<file path="config.mk">
export PLATFORM = sky130hd
export DESIGN_NAME = mem_access_stage_flat
export DESIGN_NICKNAME = d
export VERILOG_FILES = /design/src/rtl/mem_access_stage_if.sv /design/src/rtl/mem_access_stage.sv /design/src/flat_wrapper.sv
export SDC_FILE = /design/constraint.sdc
export NUM_CORES = 1
export LEC_CHECK = 0
export ABC_AREA = 1
export BUFFER_PORTS_ARGS = -buffer_cell sky130_fd_sc_hd__buf_2
export CAP_MARGIN = 20
export CORE_ASPECT_RATIO = 0.6
export CORE_MARGIN = 3
export CORE_UTILIZATION = 53
export DETAILED_ROUTE_END_ITERATION = 7
export GPL_ROUTABILITY_DRIVEN = 0
export PLACE_DENSITY = 0.86
export SYNTH_ARGS = -nofsm -noshare
export SYNTH_HDL_FRONTEND = slang
export SYNTH_SLANG_ARGS = --single-unit
</file>
<file path="constraint.sdc">
create_clock -name clk -period 2.8 [get_ports clk]
set_input_delay 0.42 -clock clk [delete_from_list [all_inputs] [get_ports clk]]
set_output_delay 0.42 -clock clk [all_outputs]
set_load 0.01 [all_outputs]
</file>
<file path="src/rtl/mem_access_stage_if.sv">
// mem_access_stage_if: bundles the EX-side op handshake, the data memory port,
// the MEM/WB register outputs and the status/counter outputs of the MEM stage.
// Ports: master = environment (EX, data memory, WB); slave = the MEM stage.
interface mem_access_stage_if #(
  parameter int DSIZE     = 16,
  parameter int MEM_SPACE = 8
);
  // EX -> MEM op handshake
  logic                 ex_valid;
  logic                 ex_ready;
  logic                 ex_mem_read;
  logic                 ex_mem_write;
  logic [DSIZE-1:0]     ex_alu_result;
  logic [DSIZE-1:0]     ex_store_data;
  logic                 ex_reg_write;
  logic [4:0]           ex_rd;
  // data memory port
  logic [MEM_SPACE-1:0] dm_address;
  logic [DSIZE-1:0]     dm_data_in;
  logic                 dm_write_en;
  logic [DSIZE-1:0]     dm_data_out;
  // MEM/WB register
  logic                 wb_valid;
  logic                 wb_ready;
  logic                 wb_reg_write;
  logic [4:0]           wb_rd;
  logic [DSIZE-1:0]     wb_data;
  // status
  logic                 addr_err;
  logic [15:0]          load_count;
  logic [15:0]          store_count;

  modport master (
    output ex_valid, ex_mem_read, ex_mem_write, ex_alu_result, ex_store_data,
           ex_reg_write, ex_rd, dm_data_out, wb_ready,
    input  ex_ready, dm_address, dm_data_in, dm_write_en, wb_valid,
           wb_reg_write, wb_rd, wb_data, addr_err, load_count, store_count
  );

  modport slave (
    input  ex_valid, ex_mem_read, ex_mem_write, ex_alu_result, ex_store_data,
           ex_reg_write, ex_rd, dm_data_out, wb_ready,
    output ex_ready, dm_address, dm_data_in, dm_write_en, wb_valid,
           wb_reg_write, wb_rd, wb_data, addr_err, load_count, store_count
  );
endinterface

</file>
<file path="src/rtl/mem_access_stage.sv">
// mem_access_stage: pipeline MEM stage, drives the data memory and holds the MEM/WB register.
// Latency: op accepted at edge E is presented to WB in cycle E+1 (matches 1-cycle memory read).
// Backpressure: ex_ready = !wb_valid || wb_ready; a stalled load keeps its address on the port.
// Ports: clk, rst (async active-low), bus (slave modport: EX handshake, dm port, WB, status).
module mem_access_stage #(
  parameter int DSIZE     = 16,
  parameter int MEM_SPACE = 8
) (
  input  logic               clk,
  input  logic               rst,
  mem_access_stage_if.slave  bus
);

  typedef enum logic {EMPTY, FULL} state_t;

  state_t               state_q, state_d;
  logic                 is_load_q;
  logic [DSIZE-1:0]     result_q;
  logic [MEM_SPACE-1:0] addr_q;
  logic [4:0]           rd_q;
  logic                 reg_write_q;
  logic                 addr_err_q;
  logic [15:0]          load_cnt_q;
  logic [15:0]          store_cnt_q;

  logic accept;
  logic range_err;
  logic is_load;
  logic is_store;
  logic write_en;

  assign range_err = |bus.ex_alu_result[DSIZE-1:MEM_SPACE];
  // A load+store encoding is treated as a load.
  assign is_load   = bus.ex_mem_read;
  assign is_store  = bus.ex_mem_write && !bus.ex_mem_read;

  assign bus.ex_ready = (state_q == EMPTY) || bus.wb_ready;
  assign accept       = bus.ex_valid && bus.ex_ready;
  // rst gates the enable so no write can leak out while reset is held.
  assign write_en     = rst && accept && is_store && !range_err;

  // While not accepting, keep re-reading the held address so a stalled
  // load's dm_data_out stays stable without a separate data buffer.
  assign bus.dm_address  = accept ? bus.ex_alu_result[MEM_SPACE-1:0] : addr_q;
  assign bus.dm_data_in  = bus.ex_store_data;
  assign bus.dm_write_en = write_en;

  assign bus.wb_valid     = (state_q == FULL);
  assign bus.wb_reg_write = reg_write_q;
  assign bus.wb_rd        = rd_q;
  assign bus.wb_data      = is_load_q ? bus.dm_data_out : result_q;
  assign bus.addr_err     = addr_err_q;
  assign bus.load_count   = load_cnt_q;
  assign bus.store_count  = store_cnt_q;

  always_comb begin
    state_d = state_q;
    case (state_q)
      EMPTY: if (accept) state_d = FULL;
      FULL:  if (bus.wb_ready && !accept) state_d = EMPTY;
      default: state_d = EMPTY;
    endcase
  end

  always_ff @(posedge clk or negedge rst) begin
    if (!rst) begin
      state_q <= EMPTY;
    end else begin
      state_q <= state_d;
    end
  end

  always_ff @(posedge clk or negedge rst) begin
    if (!rst) begin
      is_load_q   <= 1'b0;
      result_q    <= '0;
      addr_q      <= '0;
      rd_q        <= '0;
      reg_write_q <= 1'b0;
      addr_err_q  <= 1'b0;
      load_cnt_q  <= '0;
      store_cnt_q <= '0;
    end else begin
      if (accept) begin
        is_load_q   <= is_load;
        result_q    <= bus.ex_alu_result;
        addr_q      <= bus.ex_alu_result[MEM_SPACE-1:0];
        rd_q        <= bus.ex_rd;
        // An out-of-range memory op still flows to WB but must not retire a write.
        reg_write_q <= bus.ex_reg_write && !((is_load || is_store) && range_err);
        if ((is_load || is_store) && range_err) addr_err_q <= 1'b1;
        if (is_load && load_cnt_q != 16'hFFFF) load_cnt_q <= load_cnt_q + 16'd1;
      end
      if (write_en && store_cnt_q != 16'hFFFF) store_cnt_q <= store_cnt_q + 16'd1;
    end
  end

endmodule

</file>
<file path="src/flat_wrapper.sv">
// flat-port wrapper written by rule: the top's interface ports become plain ports
module mem_access_stage_flat 
#(
  parameter int DSIZE     = 16,
  parameter int MEM_SPACE = 8
)
  (clk, rst, bus_ex_valid, bus_ex_mem_read, bus_ex_mem_write, bus_ex_alu_result, bus_ex_store_data, bus_ex_reg_write, bus_ex_rd, bus_dm_data_out, bus_wb_ready, bus_ex_ready, bus_dm_address, bus_dm_data_in, bus_dm_write_en, bus_wb_valid, bus_wb_reg_write, bus_wb_rd, bus_wb_data, bus_addr_err, bus_load_count, bus_store_count);
  mem_access_stage_if #(.DSIZE(DSIZE), .MEM_SPACE(MEM_SPACE)) bus_i ();
  input  logic clk;
  input  logic rst;
  input wire logic [$bits(bus_i.ex_valid)-1:0] bus_ex_valid;
  input wire logic [$bits(bus_i.ex_mem_read)-1:0] bus_ex_mem_read;
  input wire logic [$bits(bus_i.ex_mem_write)-1:0] bus_ex_mem_write;
  input wire logic [$bits(bus_i.ex_alu_result)-1:0] bus_ex_alu_result;
  input wire logic [$bits(bus_i.ex_store_data)-1:0] bus_ex_store_data;
  input wire logic [$bits(bus_i.ex_reg_write)-1:0] bus_ex_reg_write;
  input wire logic [$bits(bus_i.ex_rd)-1:0] bus_ex_rd;
  input wire logic [$bits(bus_i.dm_data_out)-1:0] bus_dm_data_out;
  input wire logic [$bits(bus_i.wb_ready)-1:0] bus_wb_ready;
  output wire logic [$bits(bus_i.ex_ready)-1:0] bus_ex_ready;
  output wire logic [$bits(bus_i.dm_address)-1:0] bus_dm_address;
  output wire logic [$bits(bus_i.dm_data_in)-1:0] bus_dm_data_in;
  output wire logic [$bits(bus_i.dm_write_en)-1:0] bus_dm_write_en;
  output wire logic [$bits(bus_i.wb_valid)-1:0] bus_wb_valid;
  output wire logic [$bits(bus_i.wb_reg_write)-1:0] bus_wb_reg_write;
  output wire logic [$bits(bus_i.wb_rd)-1:0] bus_wb_rd;
  output wire logic [$bits(bus_i.wb_data)-1:0] bus_wb_data;
  output wire logic [$bits(bus_i.addr_err)-1:0] bus_addr_err;
  output wire logic [$bits(bus_i.load_count)-1:0] bus_load_count;
  output wire logic [$bits(bus_i.store_count)-1:0] bus_store_count;
  assign bus_i.ex_valid = bus_ex_valid;
  assign bus_i.ex_mem_read = bus_ex_mem_read;
  assign bus_i.ex_mem_write = bus_ex_mem_write;
  assign bus_i.ex_alu_result = bus_ex_alu_result;
  assign bus_i.ex_store_data = bus_ex_store_data;
  assign bus_i.ex_reg_write = bus_ex_reg_write;
  assign bus_i.ex_rd = bus_ex_rd;
  assign bus_i.dm_data_out = bus_dm_data_out;
  assign bus_i.wb_ready = bus_wb_ready;
  assign bus_ex_ready = bus_i.ex_ready;
  assign bus_dm_address = bus_i.dm_address;
  assign bus_dm_data_in = bus_i.dm_data_in;
  assign bus_dm_write_en = bus_i.dm_write_en;
  assign bus_wb_valid = bus_i.wb_valid;
  assign bus_wb_reg_write = bus_i.wb_reg_write;
  assign bus_wb_rd = bus_i.wb_rd;
  assign bus_wb_data = bus_i.wb_data;
  assign bus_addr_err = bus_i.addr_err;
  assign bus_load_count = bus_i.load_count;
  assign bus_store_count = bus_i.store_count;
  mem_access_stage #(.DSIZE(DSIZE), .MEM_SPACE(MEM_SPACE)) u_core (.clk(clk), .rst(rst), .bus(bus_i));
endmodule
</file>
# After elaboration in Yosys (flattened, before gate mapping)
# Index checks and enable logic that the tools add are counted.
word_totals:
  ff_bits: 65
  input_bits: 60
  out_inout_bits: 82
op_classes:
  n_addsub: 2
  eq_ne: 2
  mux: 5
  bitwise: 1
  n_reduce_logical: 19
ops:
  columns: ["op", "count"]
  rows:
  - ["adder 16 x 1 -> 16 bit (second input constant)", 2]
  - ["!= test 16 bit (second input constant)", 2]
  - ["two-way mux 16 bit", 1]
  - ["logical AND 1 bit", 10]
  - ["two-way mux 8 bit", 1]
  - ["OR reduction 8 bit", 1]
  - ["logical NOT 1 bit", 4]
  - ["AND reduction 2 bit", 2]
  - ["logical OR 1 bit", 2]
  - ["two-way mux 1 bit", 2]
  - ["case mux 1 bit (2 select lines)", 1]
  - ["NOT 1 bit", 1]

# Depth between registers and ports, before layout
# Gate-level depths: netlist of the first run.
depth:
  depth_word: 7
  mapped_depth: 10

# Least setup slack after synthesis of the first run
# OpenSTA, ideal clock, no wires.
synth_path:
  kind: "in2out"
  from: "input port bus_wb_ready"
  to: "output port bus_dm_address[0]"
  t_arrival_ps: 1199
  required_time_ps: 2380
  setup_slack_ps: 1181
  path_stages: 7
  n_path_buf: 1
  cell_sequence: "inv_1 nand2_2 nand2_2 inv_1 clkbuf_1 nand2_1 nand2_1"
synth_between:
  elab_chain_len: 3
synth_lines:
  columns: ["item", "line_no", "source"]
  rows:
  - ["start: declaration", "flat_wrapper.sv:19", "input wire logic [$bits(bus_i.wb_ready)-1:0] bus_wb_ready;"]
  - ["logical OR 1 bit", "mem_access_stage.sv:37", "assign bus.ex_ready = (state_q == EMPTY) || bus.wb_ready;"]
  - ["named net bus_ex_ready", "flat_wrapper.sv:20", "output wire logic [$bits(bus_i.ex_ready)-1:0] bus_ex_ready;"]
  - ["logical AND 1 bit", "mem_access_stage.sv:38", "assign accept = bus.ex_valid && bus.ex_ready;"]
  - ["two-way mux 8 bit", "mem_access_stage.sv:44", "assign bus.dm_address = accept ? bus.ex_alu_result[MEM_SPACE-1:0] : addr_q;"]
  - ["end: declaration", "flat_wrapper.sv:21", "output wire logic [$bits(bus_i.dm_address)-1:0] bus_dm_address;"]
# The timed path passes the listed nets, and every way through them passes these cells.

# Final worst setup path of the first run
layout_path:
  from: "register u_core.state_q, in the netlist u_core.bus.wb_valid"
  to: "output port bus_dm_address[0]"
layout_between:
  elab_chain_len: 4
layout_lines:
  columns: ["item", "line_no", "source"]
  rows:
  - ["start: declaration", "mem_access_stage.sv:16", "state_t state_q, state_d;"]
  - ["start signal: assignment", "mem_access_stage.sv:69", "state_q <= state_d;"]
  - ["NOT 1 bit", "mem_access_stage.sv:37", null]
  - ["logical OR 1 bit", "mem_access_stage.sv:37", null]
  - ["logical AND 1 bit", "mem_access_stage.sv:38", null]
  - ["two-way mux 8 bit", "mem_access_stage.sv:44", null]
# No other way between the ends.

==> run metrics, run 1 <==
Crit path max-delay family buffers and inverters; largest net degree at the start of global routing 66; Worst setup EP type output port; crit path DAT 1750 ps; Synth Flop Type dfrtp_1; CP max-delay cell inv_1; sequential share of power 50.0%; Antenna diodes 0; io pins 142; Final nets 643; CTS sink count 65; RSZ-0062 raised after global routing no; WL met1 4036 um; final hold violation count 0; total CTS buffers 9; CP Cell Sequence nand2_2, nand2_2, inv_1, nand2_1, nand2_1, buf_2; total track usage 22.32%; syn_nets 547; Pre-antenna DRT Iters 4; final setup violation count 0; Combinational Power Share 18.6%; leading area contributor after synthesis dfrtp_1; Max H-tree Level 3; WHS 273.9 ps; Detail Route met3 WL 562 um; Post-synth ARST share 100.0%; minimum clock period 2174 ps; total of max-cap violations 0; Critical Path Source Type register; number of fill cells 564; Fmax achieved 0.4599 GHz; WP buf/inv 2; critical path capture point bus_dm_address[0]; Post-DRT Antenna Nets 0; clock skew 8.329 ps; number of global-route vias before repair 3010; number of synthesized flops with an enable pin 0; reg2reg start u_core.bus.load_count[1]; actual slew at the worst max-slew pin 815.9 ps; Switch Pwr 0.6393 mW; Slowest Stage Delay on Critical Path 400 ps; Crit path depth 6; Worst slew margin 45.61%; layout cell share with drive strength beyond 1 24.32%; total negative slack 0 ps; power after layout 2.189 mW; most frequent cells after synthesis 239 x nand2_1, 65 x dfrtp_1, 34 x nor2_1; Initial Utilization 56.32%; ranking of synthesized cells by area dfrtp_1 46%, nand2_1 25%, buf_4 3.6%; Mapped Avg Cell Area 7.288 um^2; die height 69.26 um; HPWL Detailed 6197 um; Leakage 2.343 nW; CP startpoint u_core.bus.wb_valid; Net Sw Frac 29.21%; hold bufs inserted after CTS 0; P&R area growth vs syn 18.44%; first-pass GRT wire length 14000 um; uppermost layer routed met4; core area 6276 um^2; status finished clean; CP Class register to output port; drt total wl 8374 um; die footprint 7717 um^2; clk buf depth 2; Detailed Route Iter0 Violations 213; Hold Path Class input pin to register; CTS root buffer clkbuf_8; Power Density 522.8 nW/um^2; antenna violations before repair 0; top-area cell type share of the netlist area 46.02%; synthesized area 3535 um^2; Rows 22; # resized after CTS 0; die width 111.4 um; post-synthesis sequential area ratio 46.02%; routed len/inst 12.54 um; Reg-to-Reg End u_core.bus.load_count[7]; Peak VDD IR 0.0003900 V; r2r setup slk 900 ps; postcts setup bufs 0; Syn Inst Count 485; DR vias 3337; Residual DRC 0; #FFs+latches synth 65; most frequent cell after synthesis nand2_1; Slew Limit Fails 0; Warnings, synthesis 0; clock-pin slew on the worst setup and hold paths 70 ps; worst-skew pair later-pin latency 340 ps; mean number of vias per cell 4.996; Max FO, Critical Path 18; DR WL met2 3721 um; Internal Pwr Total 1.549 mW; count of different cell masters after synthesis 27; CP required 2380 ps; CTS tree yes; IO buf count 109; Final period util 77.66%; FF-to-FF path depth 8; GRT overflow 0; clock network fraction of total power 31.4%
-- per-stage QoR --
stage          utilization, %  instance area, um^2  instances  setup WS [ps]
6_report                66.71                 4187        668          625.5
4_1_cts                 66.71                 4187        668          596.0
2_1_floorplan               -                 3535        485           1181
3_3_place_gp            64.11                 4024        654          920.2
3_5_place_dp            64.11                 4024        654          847.1
5_1_grt                 66.71                 4187        668          366.4
-- metal layers --
metal  global-route usage (%)  vias up
met3                    7.062        5
met2                    31.86       92
li1                         -     1669
met4                    8.637        0
met5                        0        -
met1                    31.75     1571
-- state kept, by name, indices dropped and copies added (netlist names) --
| signal | count |
|---|---|
| u_core.addr_q | 8 |
| u_core.bus.addr_err | 1 |
| u_core.bus.load_count | 16 |
| u_core.bus.store_count | 16 |
| u_core.bus.wb_rd | 5 |
| u_core.bus.wb_reg_write | 1 |
| u_core.bus.wb_valid | 1 |
| u_core.is_load_q | 1 |
| u_core.result_q | 16 |
-- power by group through the flow --
stage,Clock [mW],Combinational (mW),Sequential (mW)
finish,0.687,0.407,1.09
global route,0.758,0.462,1.11
CTS,0.712,0.414,1.09
detailed placement,0,0.412,1.11
global placement,0,0.402,1.11
floorplan,0,0.241,1.11
-- layout by cell type, fill, tap and decap left out --
cell type and count:
nor2_1 34, clkinv_1 1, nand2_2 6, o22ai_1 1, buf_2 109, nand3_2 1
inv_1 30, clkbuf_8 11, o21ai_0 25, nand3_1 17, dfrtp_1 65, nor2_4 2
clkinv_2 1, nand2_4 1, inv_2 1, buf_4 4, xor2_1 3, inv_4 2
xnor2_1 11, nor2_2 3, nand3b_1 2, nand4_1 7, ha_1 2, nand2_1 239
o21ai_4 1, clkbuf_1 3, o21bai_1 2
-- area by class of cell --
type / count / area, um^2 / area share (%)
inverters: 35 / 137.6 / 3.288
repair buffers: 113 / 575.6 / 13.75
well taps: 84 / 105.1 / 2.510
multi-input cells: 357 / 1579 / 37.72
flip-flops and latches: 65 / 1627 / 38.85
clock buffers: 14 / 162.7 / 3.885
-- cell families (layout without fill, tap and decap cells) --
logic type      count (synthesis)  count (layout)  synth area share [%]
simple gates                  312             312                 35.89
compound gates                 29              29                 4.602
fa+ha+maj                       2               2                0.7079
buf+inv                        63             162                 9.309
flops                          65              65                 46.02
xor+xnor                       14              14                 3.469
-- worst min path at each step --
stage / start / end / slack (ps) / cells after the start
2_1_floorplan: rst / u_core.addr_q[0] / 120 / 0
3_3_place_gp: u_core.addr_q[7] / u_core.addr_q[7] / 460 / 2
3_5_place_dp: u_core.addr_q[7] / u_core.addr_q[7] / 460 / 2
4_1_cts: bus_ex_rd[4] / u_core.bus.wb_rd[4] / 250 / 3
5_1_grt: bus_ex_rd[4] / u_core.bus.wb_rd[4] / 260 / 3
6_report: bus_ex_rd[4] / u_core.bus.wb_rd[4] / 270 / 3
-- tightest hold or removal path: cells and delay by family --
kind                   cells  cell delay [ps]
AND/OR/NAND/NOR            2               90
buffers and inverters      1               80
No activity file was read; power rests on OpenSTA's default activity.
==> inputs of run 2 (changes only) <==
Settings changed: CORE_UTILIZATION 53 to 44, PLACE_DENSITY 0.86 to 0.77.
Clock period 2.8 ns to 1.85 ns, I/O delays scaled along.
==> run metrics, run 2 (synthesis gave the netlist of run 1 again) <==
routed len/inst 13.26 um; clk buf depth 2; die footprint 9180 um^2; DR vias 3380; CP Class register to output port; Max H-tree Level 3; Slew Limit Fails 0; Switch Pwr 1.074 mW; GRT overflow 0; sequential share of power 41.2%; largest net degree at the start of global routing 66; Post-Layout Cell Count 703; worst-skew pair later-pin latency 320 ps; FF-to-FF path depth 9; Combinational Power Share 16.7%; total CTS buffers 9; status finished clean; number of fill cells 704; final setup violation count 0; Final period util 93.77%; Pre-antenna DRT Iters 5; Worst slew margin 45.33%; clock network fraction of total power 42.0%; Final nets 657; reg2reg start u_core.bus.store_count[1]; Leakage 2.489 nW; r2r setup slk 180 ps; Critical Path Source Type register; die height 75.43 um; hold path start bus_ex_rd[4]; Antenna diodes 0; Power Density 891.7 nW/um^2; drt total wl 9321 um; minimum clock period 1735 ps; CTS root buffer clkbuf_16; hold bufs inserted after CTS 0; WHS 152.8 ps; Hold Path Sink u_core.bus.wb_rd[4]; actual slew at the worst max-slew pin 820.1 ps; Inst Count DP 679; die width 121.7 um; RSZ-0062 raised after global routing no; Residual DRC 0; CTS tree yes; first-pass GRT wire length 15240 um; io pins 142; core area 7537 um^2; Multi-input gate area 1587 um^2; crit path DAT 1460 ps; Max FO, Critical Path 16; Reg-to-Reg End u_core.bus.store_count[14]; CP required 1570 ps; P&R area growth vs syn 27.29%; mean number of vias per cell 4.808; antenna violations before repair 0; Fmax achieved 0.5764 GHz; Peak VDD IR 0.0008362 V; commonest non-fill, non-tap cell in the layout nand2_1; Hold Path Class input pin to register; IO buf count 109; CTS sink count 65; Net Sw Frac 26.77%; Worst setup EP type output port; Hold Crit Depth 3; number of global-route vias before repair 3187; clock-pin slew on the worst setup and hold paths 50 ps; total negative slack 0 ps; layout cell share with drive strength beyond 1 27.05%; HPWL Detailed 6697 um; Internal Pwr Total 2.938 mW; total track usage 21.18%; Initial Utilization 46.90%; most frequent cells in the layout 239 x nand2_1, 109 x buf_2, 65 x dfrtp_1, 34 x nor2_1, 29 x inv_1; register area 1627 um^2; clock skew 5.583 ps; Post-DRT Antenna Nets 0; Rows 24; total of max-cap violations 0; Detailed Route Iter0 Violations 242; final hold violation count 0
## run 2: cell count changes in the layout (fill, tap and decap cells not counted), sizes merged
cell and delta:
buf +12, bufbuf +1, bufinv +1, clkbuf -2, clkinv +1, clkinvlp +2
## run 2: worst max-delay path by stage
stage / startpoint / end
after CTS: u_core.bus.wb_valid / bus_dm_address[4]
after global routing: u_core.is_load_q / bus_wb_data[14]
after detailed placement: u_core.bus.store_count[0] / u_core.bus.store_count[14]
final: u_core.bus.wb_valid / bus_dm_address[5]
after global placement: u_core.bus.store_count[0] / u_core.bus.store_count[14]
after floorplan: u_core.bus.load_count[0] / u_core.bus.load_count[3]
## run 2: power groups by stage
stage / Sequential, mW / Combinational, mW / Clock (mW)
2_1_floorplan: 1.68 / 0.364 / 0
3_3_place_gp: 1.67 / 0.629 / 0
3_5_place_dp: 1.67 / 0.644 / 0
4_1_cts: 1.65 / 0.659 / 1.73
5_1_grt: 1.68 / 0.764 / 1.79
6_report: 1.65 / 0.672 / 1.69
## run 2: final cells by class
cell class,instances,area share [%]
clock buffers,12,5.701
clock inverters,3,0.8899
inverters,35,3.142
multi-input cells,357,35.26
flip-flops and latches,65,36.15
well taps,104,2.892
repair buffers,126,15.80
repair inverters,1,0.1669
## run 2: metrics by stage
stage | setup slack [ps] | total power, mW | area, um^2 | utilization, %
floorplan | 268.7 | 2.046 | 3535 | -
global placement | 113.5 | 2.297 | 4099 | 54.38
detailed placement | 69.48 | 2.318 | 4099 | 54.38
CTS | 7.440 | 4.041 | 4428 | 58.75
global route | 7.517 | 4.230 | 4499 | 59.69
finish | 115.2 | 4.012 | 4499 | 59.69
## run 2: timing repair
action | 4_1_cts | 5_1_grt
gates cloned | 1 | 1
buffers inserted | 0 | 7
endpoints found under the setup margin | 4 | 41
resized for setup | 0 | 5
pin swaps | 0 | 2
## run 2: per-layer routing
| layer | share of wire, % | GRT usage [%] | up-vias |
|---|---|---|---|
| met5 | 0 | 0 | - |
| met4 | 0.48 | 5.217 | 0 |
| met3 | 6.7 | 6.825 | 4 |
| met2 | 44 | 32.23 | 122 |
| met1 | 49 | 29.76 | 1564 |
| li1 | - | - | 1690 |
## run 2: critical path: stages (launching register included)
cell	delay [ps]
dfrtp_1	390
nand2_2	110
nand2_4	100
inv_2	100
buf_12	140
nand2_1	70
nand2_1	80
buf_2	140
==> inputs of run 3 (changes only) <==
Settings changed: ABC_AREA 1 to 0, CORE_UTILIZATION 44 to 42, PLACE_DENSITY 0.77 to 0.76.
==> run metrics, run 3 <==
status finished clean; post-synthesis sequential area ratio 52.00%; clock-pin slew on the worst setup and hold paths 50 ps; io pins 142; most frequent cells after synthesis 96 x nand2_1, 65 x dfrtp_1, 20 x mux2_2; GRT overflow 0; Detailed Route Iter0 Violations 137; Power Density 940.4 nW/um^2; DR vias 2627; Post-DRT Antenna Nets 0; die footprint 8553 um^2; Inst Count DP 507; syn_nets 364; CTS root buffer clkbuf_16; r2r setup slk 30 ps; count of different cell masters after synthesis 35; clock skew 4.573 ps; Syn Inst Count 302; Max FO, Critical Path 5; leading area contributor after synthesis dfrtp_1; post-route cell area 4526 um^2; synthesized area 3128 um^2; crit path DAT 2030 ps; HPWL Detailed 5519 um; drt total wl 8029 um; Post-synth ARST share 100.0%; Antenna diodes 0; Worst slew margin 45.60%; routed len/inst 14.81 um; CP startpoint u_core.bus.store_count[1]; total negative slack 0 ps; P&R area growth vs syn 44.68%; Reg-to-Reg End u_core.bus.store_count[1]; Synth Flop Type dfrtp_1; largest net degree at the start of global routing 66; Mapped Avg Cell Area 10.36 um^2; core area 6935 um^2; post-layout util 65.25%; Leakage 2.441 nW; worst-skew pair later-pin latency 320 ps; first-pass GRT wire length 12420 um; Residual DRC 0; number of fill cells 563; Final period util 98.56%; dpl ws 10.92 ps; clk buf depth 2; antenna violations before repair 0; reg2reg start u_core.bus.store_count[1]; ranking of synthesized cells by area dfrtp_1 52%, nand2_1 12%, mux2_2 7.2%; Initial Utilization 45.10%; Hold Path Class input pin to register; most frequent cell after synthesis nand2_1; worst setup margin 26.60 ps; number of synthesized flops with an enable pin 0; Peak VDD IR 0.0004783 V; WHS 148.5 ps; Rows 23; CTS sink count 65; CTS tree yes; Slew Limit Fails 0; commonest non-fill, non-tap cell in the layout buf_2; CP required 2060 ps; top-area cell type share of the netlist area 52.00%; IO buf count 109; #FFs+latches synth 65; actual slew at the worst max-slew pin 816.0 ps; final hold violation count 0; total CTS buffers 9; layout cell share with drive strength beyond 1 49.77%; Warnings, synthesis 0; Fmax achieved 0.5484 GHz; RSZ-0062 raised after global routing yes; FF-to-FF path depth 6; final setup violation count 0; Critical Path Source Type register; total of max-cap violations 0; number of global-route vias before repair 2437; power after layout 4.256 mW; Max H-tree Level 3; Post-Place Cell Area 3806 um^2; mean number of vias per cell 4.847; Pre-antenna DRT Iters 4; most frequent cells in the layout 100 x buf_2, 79 x nand2_1, 65 x dfrtp_1, 36 x buf_4; die height 72.85 um; Post-Layout Cell Count 542; critical path capture point u_core.bus.store_count[1]; hold bufs inserted after CTS 0; CP Class register to register; Final nets 500; total track usage 18.47%; minimum clock period 1823 ps; die width 117.4 um; Worst setup EP type register
## run 3: kinds of logic after synthesis
group / after synthesis / synth area share [%]
and+or+nand+nor: 153 / 23.92
DFF: 65 / 52.00
xor gates and xnor gates: 28 / 8.320
buffers and inverters: 28 / 5.680
muxes: 20 / 7.200
AOI/OAI and AO/OA: 6 / 2.080
adders and majority gates: 2 / 0.7999
## run 3: worst min-delay path by stage
stage | slack, ps | start | to | cells past startpoint
5_1_grt | 150 | bus_ex_rd[1] | u_core.bus.wb_rd[1] | 3
2_1_floorplan | -20 | rst | u_core.addr_q[0] | 0
4_1_cts | 140 | bus_ex_rd[1] | u_core.bus.wb_rd[1] | 3
6_report | 150 | bus_ex_rd[1] | u_core.bus.wb_rd[1] | 3
3_3_place_gp | 430 | u_core.bus.addr_err | u_core.bus.addr_err | 1
3_5_place_dp | 460 | u_core.addr_q[3] | u_core.addr_q[3] | 2
## run 3: cell type report
cell class              count  area, um^2  area share (%)
inverters                   2       7.507          0.1659
flip-flops and latches     65        1627           35.94
repair buffers            151       983.4           21.73
well taps                 100       125.1           2.765
clock inverters             5       80.08           1.769
multi-input cells         209        1464           32.35
clock buffers              10       239.0           5.281
## run 3: power breakdown
| part | total [mW] | switching, mW | leakage (nW) | internal (mW) |
|---|---|---|---|---|
| Sequential | 1.67 | 0.109 | 0.840 | 1.56 |
| Clock | 1.80 | 0.597 | 0.151 | 1.20 |
| Combinational | 0.782 | 0.388 | 1.45 | 0.394 |
| Total | 4.26 | 1.09 | 2.44 | 3.16 |
## run 3: repair_timing
item | 4_1_cts | 5_1_grt
endpoints found under the setup margin | 9 | 15
pin swaps | 0 | 14
setup buffers | 2 | 16
resized for setup | 5 | 46
cloned | 1 | 1
## run 3: critical path: stages (launching register included)
cell       delay (ps)
dfrtp_1           390
ha_2              200
nand4_1           130
nor2b_4            80
a2111oi_4         400
buf_4             210
mux2_4            290
## run 3: routing by layer
metal  global-route usage [%]  vias up  share of wire (%)
met4                    5.462        0                1.2
met1                    26.02     1246                 47
li1                         -     1258                  -
met5                        0        -                  0
met3                    6.352       12                8.8
met2                    27.24      111                 43
